==> src/rtl/seg_display_driver_if.sv <==
// Bus between the stopwatch counter stage and the 4-digit 7-segment driver.
// No ready exists: dp_count is a level the driver samples whenever idle, and bcd_valid is a one-cycle strobe.
interface seg_display_driver_if;
  logic [9:0] dp_count;
  logic [3:0] digit_sel;
  logic [6:0] seg;
  logic       bcd_valid;
  logic [1:0] dbg_state;

  modport master (output dp_count, input digit_sel, seg, bcd_valid, dbg_state);
  modport slave  (input dp_count, output digit_sel, seg, bcd_valid, dbg_state);
endinterface

==> src/rtl/seg_display_driver.sv <==
// Binary-to-BCD (double dabble) conversion plus multiplexed 4-digit 7-segment scan.
// Optional feature: define LEADING_ZERO_BLANK_EN to blank leading zero digits.
module seg_display_driver #(
  parameter int SCAN_DIV = 50000
) (
  input  logic               clk,
  input  logic               hard_reset,
  seg_display_driver_if.slave bus
);

  typedef enum logic [1:0] {IDLE = 2'd0, CONV = 2'd1, DONE = 2'd2} state_e;

  localparam logic [19:0] PRESC_MAX = 20'(SCAN_DIV - 1);

  state_e      state_q, state_d;
  logic [9:0]  last_val_q, last_val_d;
  logic [9:0]  bin_q, bin_d;
  logic [15:0] acc_q, acc_d;
  logic [15:0] digits_q, digits_d;
  logic [3:0]  iter_q, iter_d;
  logic        bcd_valid_q, bcd_valid_d;
  logic [19:0] presc_q, presc_d;
  logic [1:0]  scan_q, scan_d;
  logic [15:0] adj;
  logic [3:0]  cur_nib;
  logic        blank;

  always_comb begin
    state_d     = state_q;
    last_val_d  = last_val_q;
    bin_d       = bin_q;
    acc_d       = acc_q;
    digits_d    = digits_q;
    iter_d      = iter_q;
    bcd_valid_d = 1'b0;
    adj         = acc_q;
    for (int i = 0; i < 4; i++) begin
      if (acc_q[4*i +: 4] >= 4'd5) adj[4*i +: 4] = acc_q[4*i +: 4] + 4'd3;
    end

    case (state_q)
      IDLE: begin
        if (bus.dp_count != last_val_q) begin
          last_val_d = bus.dp_count;
          bin_d      = bus.dp_count;
          acc_d      = 16'h0000;
          iter_d     = 4'd0;
          state_d    = CONV;
        end
      end
      CONV: begin
        // The extra cycle spent at iter_q == 10 makes capture-to-update exactly 12 edges.
        if (iter_q == 4'd10) begin
          state_d = DONE;
        end else begin
          acc_d  = {adj[14:0], bin_q[9]};
          bin_d  = {bin_q[8:0], 1'b0};
          iter_d = iter_q + 4'd1;
        end
      end
      DONE: begin
        digits_d    = acc_q;
        bcd_valid_d = 1'b1;
        state_d     = IDLE;
      end
      default: state_d = IDLE;
    endcase

    presc_d = presc_q + 20'd1;
    scan_d  = scan_q;
    if (presc_q == PRESC_MAX) begin
      presc_d = 20'd0;
      scan_d  = scan_q + 2'd1;
    end
  end

  always_ff @(posedge clk) begin
    if (hard_reset) begin
      state_q     <= IDLE;
      last_val_q  <= 10'd0;
      bin_q       <= 10'd0;
      acc_q       <= 16'h0000;
      digits_q    <= 16'h0000;
      iter_q      <= 4'd0;
      bcd_valid_q <= 1'b0;
      presc_q     <= 20'd0;
      scan_q      <= 2'd0;
    end else begin
      state_q     <= state_d;
      last_val_q  <= last_val_d;
      bin_q       <= bin_d;
      acc_q       <= acc_d;
      digits_q    <= digits_d;
      iter_q      <= iter_d;
      bcd_valid_q <= bcd_valid_d;
      presc_q     <= presc_d;
      scan_q      <= scan_d;
    end
  end

  always_comb begin
    case (scan_q)
      2'd0:    cur_nib = digits_q[3:0];
      2'd1:    cur_nib = digits_q[7:4];
      2'd2:    cur_nib = digits_q[11:8];
      default: cur_nib = digits_q[15:12];
    endcase
  end

`ifdef LEADING_ZERO_BLANK_EN
  always_comb begin
    case (scan_q)
      2'd3:    blank = (digits_q[15:12] == 4'd0);
      2'd2:    blank = (digits_q[15:8] == 8'd0);
      2'd1:    blank = (digits_q[15:4] == 12'd0);
      default: blank = 1'b0;
    endcase
  end
`else
  assign blank = 1'b0;
`endif

  always_comb begin
    case (scan_q)
      2'd0:    bus.digit_sel = 4'b1110;
      2'd1:    bus.digit_sel = 4'b1101;
      2'd2:    bus.digit_sel = 4'b1011;
      default: bus.digit_sel = 4'b0111;
    endcase
  end

  // Active-low segments, bit order {g,f,e,d,c,b,a}.
  always_comb begin
    if (blank) begin
      bus.seg = 7'b1111111;
    end else begin
      case (cur_nib)
        4'd0:    bus.seg = 7'b1000000;
        4'd1:    bus.seg = 7'b1111001;
        4'd2:    bus.seg = 7'b0100100;
        4'd3:    bus.seg = 7'b0110000;
        4'd4:    bus.seg = 7'b0011001;
        4'd5:    bus.seg = 7'b0010010;
        4'd6:    bus.seg = 7'b0000010;
        4'd7:    bus.seg = 7'b1111000;
        4'd8:    bus.seg = 7'b0000000;
        4'd9:    bus.seg = 7'b0010000;
        default: bus.seg = 7'b1111111;
      endcase
    end
  end

  assign bus.bcd_valid = bcd_valid_q;
  assign bus.dbg_state = state_q;

endmodule

==> src/flat_wrapper.sv <==
// flat-port wrapper written by rule: the top's interface ports become plain ports
module seg_display_driver_flat 
#(
  parameter int SCAN_DIV = 50000
)
  (clk, hard_reset, bus_dp_count, bus_digit_sel, bus_seg, bus_bcd_valid, bus_dbg_state);
  seg_display_driver_if bus_i ();
  input  logic clk;
  input  logic hard_reset;
  input wire logic [$bits(bus_i.dp_count)-1:0] bus_dp_count;
  output wire logic [$bits(bus_i.digit_sel)-1:0] bus_digit_sel;
  output wire logic [$bits(bus_i.seg)-1:0] bus_seg;
  output wire logic [$bits(bus_i.bcd_valid)-1:0] bus_bcd_valid;
  output wire logic [$bits(bus_i.dbg_state)-1:0] bus_dbg_state;
  assign bus_i.dp_count = bus_dp_count;
  assign bus_digit_sel = bus_i.digit_sel;
  assign bus_seg = bus_i.seg;
  assign bus_bcd_valid = bus_i.bcd_valid;
  assign bus_dbg_state = bus_i.dbg_state;
  seg_display_driver #(.SCAN_DIV(SCAN_DIV)) u_core (.clk(clk), .hard_reset(hard_reset), .bus(bus_i));
endmodule
==> config.mk <==
export PLATFORM = sky130hd
export DESIGN_NAME = seg_display_driver_flat
export DESIGN_NICKNAME = d
export VERILOG_FILES = /design/src/rtl/seg_display_driver_if.sv /design/src/rtl/seg_display_driver.sv /design/src/flat_wrapper.sv
export SDC_FILE = /design/constraint.sdc
export NUM_CORES = 1
export LEC_CHECK = 0
export BUFFER_PORTS_ARGS = -buffer_cell sky130_fd_sc_hd__buf_2
export CAP_MARGIN = 10
export CORE_MARGIN = 2
export CORE_UTILIZATION = 30
export DETAILED_ROUTE_END_ITERATION = 16
export PLACE_DENSITY = 0.54
export REMOVE_ABC_BUFFERS = 1
export SKIP_CTS_REPAIR_TIMING = 1
export SLEW_MARGIN = 20
export SYNTH_ARGS = -nofsm -noshare
export SYNTH_HDL_FRONTEND = slang
export SYNTH_SLANG_ARGS = --single-unit
==> constraint.sdc <==
create_clock -name clk -period 3.9 [get_ports clk]
set_clock_uncertainty 0.15 [all_clocks]
set_input_delay 0.39 -clock clk [delete_from_list [all_inputs] [get_ports clk]]
set_output_delay 0.39 -clock clk [all_outputs]
set_load 0.005 [all_outputs]
==> impl_metrics.py, run 1 <==
metrics = {
    "timing": {
        "final-setup-viol-count": 0,
        "hold_viol_final": 0,
        "fin_ws_ns": 0.861,
        "rsz0062_at_grt": "false",
        "whs_ns": 0.170,
        "fin_tns_setup_ns": 0,
        "slew_violations": 0,
        "timing.final.crit_period_ns": 3.04,
        "period_share_pct": 77.9,
        "worst-slew-pin-transition_ns": 1.05,
        "slew-limit-headroom_pct": 30.0,
        "fmax_mhz": 329,
    },
    "setup_path": {
        "cp-startpoint": "u_core.scan_q[0]",
        "cp_max_fo": 7,
        "cp.required_ns": 3.36,
        "crit_buf_inv": 2,
        "startpoint_type": "flip-flop",
        "crit_chain": "inv_1, ha_1, a222oi_1, a21oi_1, o21ai_0, o31ai_1, a21o_1, buf_2",
        "reg2reg_from": "u_core.bus.dbg_state[1]",
        "slowest_stage": "dfxtp_1",
        "cp-end-kind": "output port",
        "crit_type": "reg2out",
        "cp_top_family": "compound AO/OA/AOI/OAI gates",
        "crit_arrival_ns": 2.50,
        "max_stage_delay_ns": 0.40,
    },
    "synth": {
        "yosys_warnings": 0,
        "avgSynthCellArea_um2": 8.55,
        "synth_ff_type": "dfxtp_1",
        "synth_edf_count": 0,
        "synth_cell_types": 46,
        "synthCells": 469,
        "ys_seq_area_share_pct": 40.4,
        "synth_async_sr_flop_share_pct": 0,
        "ys_seq_elements": 81,
        "synth_area_um2": 4010,
    },
    "die": {
        "core_area_um2": 13100,
        "die_x_um": 120,
        "die_h_um": 120,
        "start_util_pct": 30.5,
        "dieArea_um2": 14300,
        "ios": 26,
        "num_rows": 42,
    },
    "clock_network": {
        "cts_tree": "built",
        "cts_max_level": 3,
        "cts_buffers": 9,
        "cts.sinks": 81,
        "worstSkewPairLatency_ns": 0.34,
        "clk_pin_slew_ns": 0.06,
        "cts-root-buf": "clkbuf_16",
        "clockBufferDepth": 2,
    },
    "job": {
        "maxCapViolCount": 0,
    },
    "global_routing": {
        "grt_max_degree": 28,
        "grt_pass1_vias": 3228,
        "grt_pass1_wl_um": 15100,
        "antenna_found_initial": 0,
        "gr-usage-all-layers_pct": 13.0,
        "grt.overflow.total": 0,
    },
    "cells_and_area": {
        "n_antenna_cell": 0,
        "nets": 517,
        "area_growth_pct": 13.8,
        "register_area_um2": 1620,
        "final_layout_size_suffix_gt1_share_pct": 12.8,
        "fillers": 1424,
        "multi_input_area_um2": 2210,
        "fin_cells": 668,
    },
    "power_and_ir_drop": {
        "powerDensity_nw_per_um2": 379,
        "ir_worst_vdd_mv": 0.220,
        "totalPowerFinal_mw": 1.73,
        "p_leak_nw": 1.72,
    },
    "outcome": {
        "status": "complete, no violations",
    },
    "place": {
        "preCtsSetupSlack_ns": 1.30,
        "placed_cells": 652,
        "hpwlAfterDp_um": 6200,
        "port_buffers": 25,
        "gp_congestion": 0.782,
    },
    "min_path": {
        "hp-start": "bus_dp_count[9]",
        "hold_path_class": "in2reg",
    },
    "detailed_routing": {
        "antenna_left": 0,
        "viasPerCell": 4.94,
        "wirelength_um": 8770,
        "drt-initial-drc-count": 279,
        "vias": 3302,
        "wl_per_cell_um": 13.1,
        "drc": 0,
        "dr.pass1.iters": 4,
    },
}
-- final timing paths --
path	end	slack (ns)	cells after the start
max	bus_seg[0]	0.86	8
max reg2reg	u_core.iter_q[3]	1.69	5
min	u_core.last_val_q[9]	0.17	3
min reg2reg	u_core.digits_q[8]	0.31	2
-- synthesized netlist by cell type (5+ instances only) --
library cell,count,area (µm²)
o2bb2ai_1,7,61.3
nor2_1,32,120
nand4_1,10,62.6
and3_1,7,43.8
nor2b_1,7,43.8
xnor2_1,12,105
xor2_1,21,184
nor3_1,8,40.0
o21ai_0,15,75.1
nand2b_1,7,43.8
ha_1,18,225
dfxtp_1,81,1620
clkbuf_1,16,60.1
nor3b_1,7,52.6
inv_1,21,78.8
nand3_1,5,25.0
a21oi_1,54,270
a311oi_2,8,120
a22o_1,7,61.3
nand2_1,83,312
-- worst register-to-register path: stages (launching register included) --
cell and delay (ns):
dfxtp_1 0.50, nand2b_1 0.56, nor2_1 0.13, o21ai_1 0.38, nor3_1 0.10, a211o_1 0.28
-- power breakdown --
part | leakage, nW | switching (mW) | internal, mW
clock | 0.124 | 0.338 | 0.451
sequential | 0.657 | 0.0124 | 0.843
combinational | 0.941 | 0.0529 | 0.0307
-- placed cells by master (no fill, tap or decap), types with 4 or more instances in the layout --
cell	count
a222oi_1	4
o2bb2ai_1	7
nand3_1	5
o21ai_0	15
nor2b_1	7
xor2_1	21
and3_1	7
a311oi_2	8
nor2_1	32
nor3_1	8
dfxtp_1	81
a21oi_1	54
a22o_1	7
ha_1	18
nand2b_1	7
clkinvlp_4	4
buf_2	25
xnor2_1	12
nand4_1	10
clkbuf_16	9
nor3b_1	7
inv_1	21
nand2_1	83
-- metal layers --
metal	GRT usage [%]	part of all wire, %
met1	15.6	46
met2	21.8	49
met3	3.90	3.4
met4	4.78	1.0
met5	0	0
-- cells by family (layout without fill, tap and decap cells) --
group	count (synthesis)	count (layout)	synth area share [%]
AOI/OAI and AO/OA	109	109	18.7
xor gates and xnor gates	33	33	7.21
adders and majority gates	18	18	5.62
buffers and inverters	43	66	4.46
DFF	81	81	40.4
muxes	4	4	1.03
and+or+nand+nor	181	181	22.5
-- registers in the layout (all words and copies together), names as in the netlist --
name	flops
u_core.digits_q	16
u_core.acc_q	16
u_core.bus.bcd_valid	1
u_core.last_val_q	10
u_core.bus.dbg_state	2
u_core.bin_q	10
u_core.presc_q	20
u_core.iter_q	4
u_core.scan_q	2
-- metrics by stage --
stage | util (%) | area, µm²
2_1_floorplan | - | 3910
3_3_place_gp | 32.6 | 4280
3_5_place_dp | 32.6 | 4280
4_1_cts | 34.7 | 4560
5_1_grt | 34.7 | 4560
6_report | 34.7 | 4560
-- layout make-up --
class / instances / area share, %
multi-input combinational: 345 / 48.4
inverter: 22 / 1.81
tap: 176 / 4.83
clock buffer: 11 / 5.32
sequential: 81 / 35.5
timing repair buffer: 28 / 3.24
clock inverter: 5 / 0.850
No activity file was read; power rests on OpenSTA's default activity.
==> run 2: changes to the inputs <==
==> constraint.sdc (replaced) <==
create_clock -name clk -period 3.1 [get_ports clk]
set_clock_uncertainty 0.15 [all_clocks]
set_input_delay 0.31 -clock clk [delete_from_list [all_inputs] [get_ports clk]]
set_output_delay 0.31 -clock clk [all_outputs]
set_load 0.005 [all_outputs]
==> run 2 against run 1 <==
Compared with the run above:
- core utilization is 0.16 points higher
- sequential share of layout area is 0.16 points lower
- via count is 0.91% lower
- design area is 0.47% higher
- wire length is 0.31% lower
- largest cell class unchanged
==> impl_metrics.py, run 2 (same netlist as run 1, synthesis figures left out) <==
metrics = {
    "setup_path": {
        "cp_max_fo": 5,
        "reg2regPathDepth": 5,
        "crit_arrival_ns": 2.37,
        "r2r_slack_ns": 0.88,
        "cp-end-kind": "output port",
        "crit_type": "reg2out",
        "startpoint_type": "flip-flop",
        "rr_endpoint": "u_core.iter_q[3]",
        "reg2reg_from": "u_core.bus.dbg_state[1]",
        "cp-startpoint": "u_core.scan_q[0]",
        "cp.required_ns": 2.64,
    },
    "cells_and_area": {
        "layout_commonest_cell": "nand2_1",
        "final_layout_size_suffix_gt1_share_pct": 13.6,
        "mostFrequentLayoutCells": "nand2_1, dfxtp_1, a21oi_1",
        "n_antenna_cell": 0,
        "area_growth_pct": 14.3,
        "largest_register_ffs": 20,
        "top_regs": "u_core.presc_q (20), u_core.acc_q (16), u_core.digits_q (16)",
        "largest_register": "u_core.presc_q",
        "fin_cells": 669,
        "nets": 518,
    },
    "detailed_routing": {
        "viasPerCell": 4.89,
        "antenna_left": 0,
        "wirelength_um": 8740,
        "wl_per_cell_um": 13.1,
        "vias": 3272,
        "dr.pass1.iters": 4,
        "drt-initial-drc-count": 218,
        "drc": 0,
    },
    "die": {
        "die_x_um": 120,
        "num_rows": 42,
        "dieArea_um2": 14300,
        "die_h_um": 120,
        "ios": 26,
        "start_util_pct": 30.5,
        "core_area_um2": 13100,
    },
    "timing": {
        "rsz0062_at_grt": "false",
        "slew-limit-headroom_pct": 48.4,
        "final-setup-viol-count": 0,
        "fmax_mhz": 353,
        "worst-slew-pin-transition_ns": 0.772,
        "timing.final.crit_period_ns": 2.83,
        "fin_tns_setup_ns": 0,
        "period_share_pct": 91.4,
        "hold_viol_final": 0,
        "fin_ws_ns": 0.268,
        "slew_violations": 0,
    },
    "place": {
        "hpwlAfterDp_um": 6220,
        "placed_cells": 653,
        "gp_congestion": 0.778,
        "port_buffers": 25,
        "preCtsSetupSlack_ns": 0.504,
    },
    "global_routing": {
        "grt_pass1_wl_um": 15300,
        "gr-usage-all-layers_pct": 13.1,
        "antenna_found_initial": 0,
        "grt.overflow.total": 0,
        "grt_max_degree": 49,
        "grt_pass1_vias": 3231,
    },
    "power_and_ir_drop": {
        "ir_worst_vdd_mv": 0.250,
        "p_leak_nw": 1.74,
        "powerDensity_nw_per_um2": 480,
    },
    "min_path": {
        "hp-start": "hard_reset",
        "hold_depth": 2,
        "holdPathEnd": "u_core.iter_q[2]",
        "hold_path_class": "in2reg",
    },
    "clock_network": {
        "cts-root-buf": "clkbuf_16",
        "cts_tree": "built",
        "clockBufferDepth": 2,
        "cts_buffers": 9,
        "worstSkewPairLatency_ns": 0.34,
        "cts_max_level": 3,
        "clk_pin_slew_ns": 0.06,
        "cts.sinks": 81,
    },
    "job": {
        "maxCapViolCount": 0,
    },
    "outcome": {
        "status": "complete, no violations",
    },
}
## run 2: per-stage QoR
step / hold WS, ns / power (mW) / instance area [µm²] / utilization (%)
floorplan: 0.228 / 1.16 / 3910 / -
global placement: 0.297 / 1.20 / 4290 / 32.6
detailed placement: 0.302 / 1.21 / 4290 / 32.6
CTS: 0.0764 / 2.23 / 4580 / 34.8
global route: 0.0900 / 2.29 / 4580 / 34.9
finish: 0.0844 / 2.20 / 4580 / 34.9
## run 2: area by class of cell
| cell class | instances | area, µm² |
|---|---|---|
| Sequential cell | 81 | 1620 |
| Clock inverter | 7 | 62.6 |
| Tap cell | 176 | 220 |
| Multi-Input combinational cell | 345 | 2220 |
| Clock buffer | 9 | 225 |
| Fill cell | 1378 | 8550 |
| Inverter | 22 | 82.6 |
| Timing Repair Buffer | 29 | 155 |
## run 2: metal layers
metal | global-route usage, % | routed length [µm] | up-vias
met3 | 3.52 | 305 | 9
met5 | 0 | 0 | -
li1 | - | - | 1665
met4 | 4.85 | 127 | 0
met1 | 15.8 | 4140 | 1553
met2 | 22.2 | 4170 | 45
## run 2: worst max path at each step
stage	endpoint	slack [ns]	cells past startpoint
global placement	bus_seg[3]	0.65	8
finish	bus_seg[0]	0.27	8
floorplan	u_core.iter_q[3]	0.85	7
CTS	bus_seg[0]	0.13	8
detailed placement	bus_seg[0]	0.50	8
global route	bus_seg[0]	0.02	8
## run 2: where the power goes
| group | switching (mW) | internal (mW) | total (mW) |
|---|---|---|---|
| sequential | 0.0156 | 1.06 | 1.08 |
| clock | 0.460 | 0.559 | 1.02 |
| combinational | 0.0665 | 0.0386 | 0.105 |
| total | 0.542 | 1.66 | 2.20 |
## run 2: worst max-delay path: stages (launching register included)
cell and delay [ns]:
dfxtp_1 0.41, inv_1 0.08, ha_1 0.26, a222oi_1 0.41
mux2_2 0.28, nand2_1 0.08, o31ai_1 0.29, a21o_1 0.12
buf_2 0.10
==> run 3: changes to the inputs <==
--- a/config.mk
+++ b/config.mk
@@ -7,7 +7,6 @@
 export LEC_CHECK = 0
 export BUFFER_PORTS_ARGS = -buffer_cell sky130_fd_sc_hd__buf_2
 export CAP_MARGIN = 10
-export CORE_MARGIN = 2
 export CORE_UTILIZATION = 30
 export DETAILED_ROUTE_END_ITERATION = 16
 export PLACE_DENSITY = 0.54
==> run 3 against run 2 <==
Compared with the run above:
- highest routed layer unchanged
- first-iteration DRC count down 31%
- die area down 3.3%
- fmax down 0.51%
- largest power group unchanged
- clock power about the same
- hold slack better by 0.013 ns
- core utilization up 0.83 points
- global-route usage down 0.060 points
- design area about the same
- largest cell class unchanged
- sequential power about the same
- via count down 1.3%
- count of clock-buffer cells in the layout unchanged
==> impl_metrics.py, run 3 (same netlist as run 1, synthesis figures left out) <==
metrics = {
    "place": {
        "hpwlAfterDp_um": 5990,
        "gp_congestion": 0.778,
        "port_buffers": 25,
        "placement.cell_area_um2": 4290,
    },
    "power_and_ir_drop": {
        "totalPowerFinal_mw": 2.21,
        "p_leak_nw": 1.75,
        "ir_worst_vdd_mv": 0.271,
        "powerDensity_nw_per_um2": 482,
    },
    "setup_path": {
        "cp_max_fo": 7,
        "cp-end-kind": "output port",
        "r2r_slack_ns": 0.88,
        "crit_arrival_ns": 2.39,
        "cp.required_ns": 2.64,
        "crit_type": "reg2out",
        "startpoint_type": "flip-flop",
    },
    "clock_network": {
        "clockBufferDepth": 2,
        "cts_max_level": 3,
        "cts_tree": "built",
        "cts-root-buf": "clkbuf_16",
        "worstSkewPairLatency_ns": 0.33,
        "cts_buffers": 9,
        "cts.sinks": 81,
        "clk_pin_slew_ns": 0.06,
    },
    "timing": {
        "period_share_pct": 91.8,
        "final-setup-viol-count": 0,
        "timing.final.crit_period_ns": 2.85,
        "hold_viol_final": 0,
        "rsz0062_at_grt": "false",
        "fin_tns_setup_ns": 0,
        "fmax_mhz": 351,
        "worst-slew-pin-transition_ns": 0.763,
        "slew_violations": 0,
        "slew-limit-headroom_pct": 49.0,
    },
    "global_routing": {
        "antenna_found_initial": 0,
        "grt_pass1_vias": 3101,
        "grt_pass1_wl_um": 14900,
        "grt.overflow.total": 0,
        "gr-usage-all-layers_pct": 13.0,
        "grt_max_degree": 30,
    },
    "outcome": {
        "status": "complete, no violations",
    },
    "detailed_routing": {
        "drc": 0,
        "antenna_left": 0,
        "wirelength_um": 8560,
        "vias": 3230,
        "wl_per_cell_um": 12.9,
        "viasPerCell": 4.86,
        "drt-initial-drc-count": 151,
        "dr.pass1.iters": 5,
    },
    "cells_and_area": {
        "n_antenna_cell": 0,
        "mostFrequentLayoutCells": "nand2_1, dfxtp_1, a21oi_1",
        "final_cell_area_um2": 4580,
        "layout_commonest_cell": "nand2_1",
        "area_growth_pct": 14.3,
        "nets": 519,
        "largest_register_ffs": 20,
        "top_regs": "u_core.presc_q (20), u_core.acc_q (16), u_core.digits_q (16)",
        "largest_register": "u_core.presc_q",
        "final_layout_size_suffix_gt1_share_pct": 13.4,
    },
    "job": {
        "maxCapViolCount": 0,
    },
    "die": {
        "die_x_um": 118,
        "die_h_um": 118,
        "core_area_um2": 12800,
        "start_util_pct": 31.3,
        "ios": 26,
        "num_rows": 41,
        "dieArea_um2": 13800,
    },
    "min_path": {
        "hold_path_class": "in2reg",
    },
}
run 3: final timing paths:
| check | start | end | cells after the start |
|---|---|---|---|
| setup / recovery | u_core.scan_q[0] | bus_seg[0] | 8 |
| hold / removal | bus_dp_count[2] | u_core.last_val_q[2] | 3 |
| setup reg to reg | u_core.bus.dbg_state[1] | u_core.iter_q[3] | 5 |
| hold reg to reg | u_core.digits_q[9] | u_core.digits_q[9] | 2 |
run 3: area by class of cell:
class | instances | area (µm²)
Fill cell | 1380 | 8240
Multi-Input combinational cell | 345 | 2210
Sequential cell | 81 | 1620
Clock buffer | 9 | 225
Tap cell | 172 | 215
Timing Repair Buffer | 30 | 163
Inverter | 22 | 82.6
Clock inverter | 6 | 60.1
run 3: layer usage:
metal  routed length (µm)  part of all wire (%)  up-vias  global-route usage [%]
met5                    0                     0        -                       0
met4                   78                  0.91        0                    3.93
met3                  310                   3.6        7                    3.54
met2                 3820                    45       48                    20.9
met1                 4350                    51     1508                    17.0
li1                     -                     -     1667                       -
run 3: power by group:
part           switching (mW)  total [mW]  leakage, nW  internal (mW)
Sequential             0.0164        1.08        0.657           1.06
Clock                   0.411        1.03        0.137          0.614
Combinational          0.0657       0.104        0.955         0.0387
Total                   0.493        2.21         1.75           1.71
run 3: through the flow:
stage,worst slack [ns],instances,hold WS [ns],util [%]
2_1_floorplan,0.845,448,0.228,-
3_3_place_gp,0.638,650,0.296,33.5
4_1_cts,0.199,665,0.0863,35.7
6_report,0.253,665,0.0978,35.7
3_5_place_dp,0.564,650,0.303,33.5
5_1_grt,0.0508,665,0.0995,35.7
run 3: worst max-delay path, stage by stage (launching register included):
cell	delay (ns)
dfxtp_1	0.40
inv_1	0.09
ha_1	0.26
a222oi_1	0.38
a21oi_1	0.25
o21ai_1	0.27
o31ai_2	0.11
a21o_1	0.18
buf_2	0.12
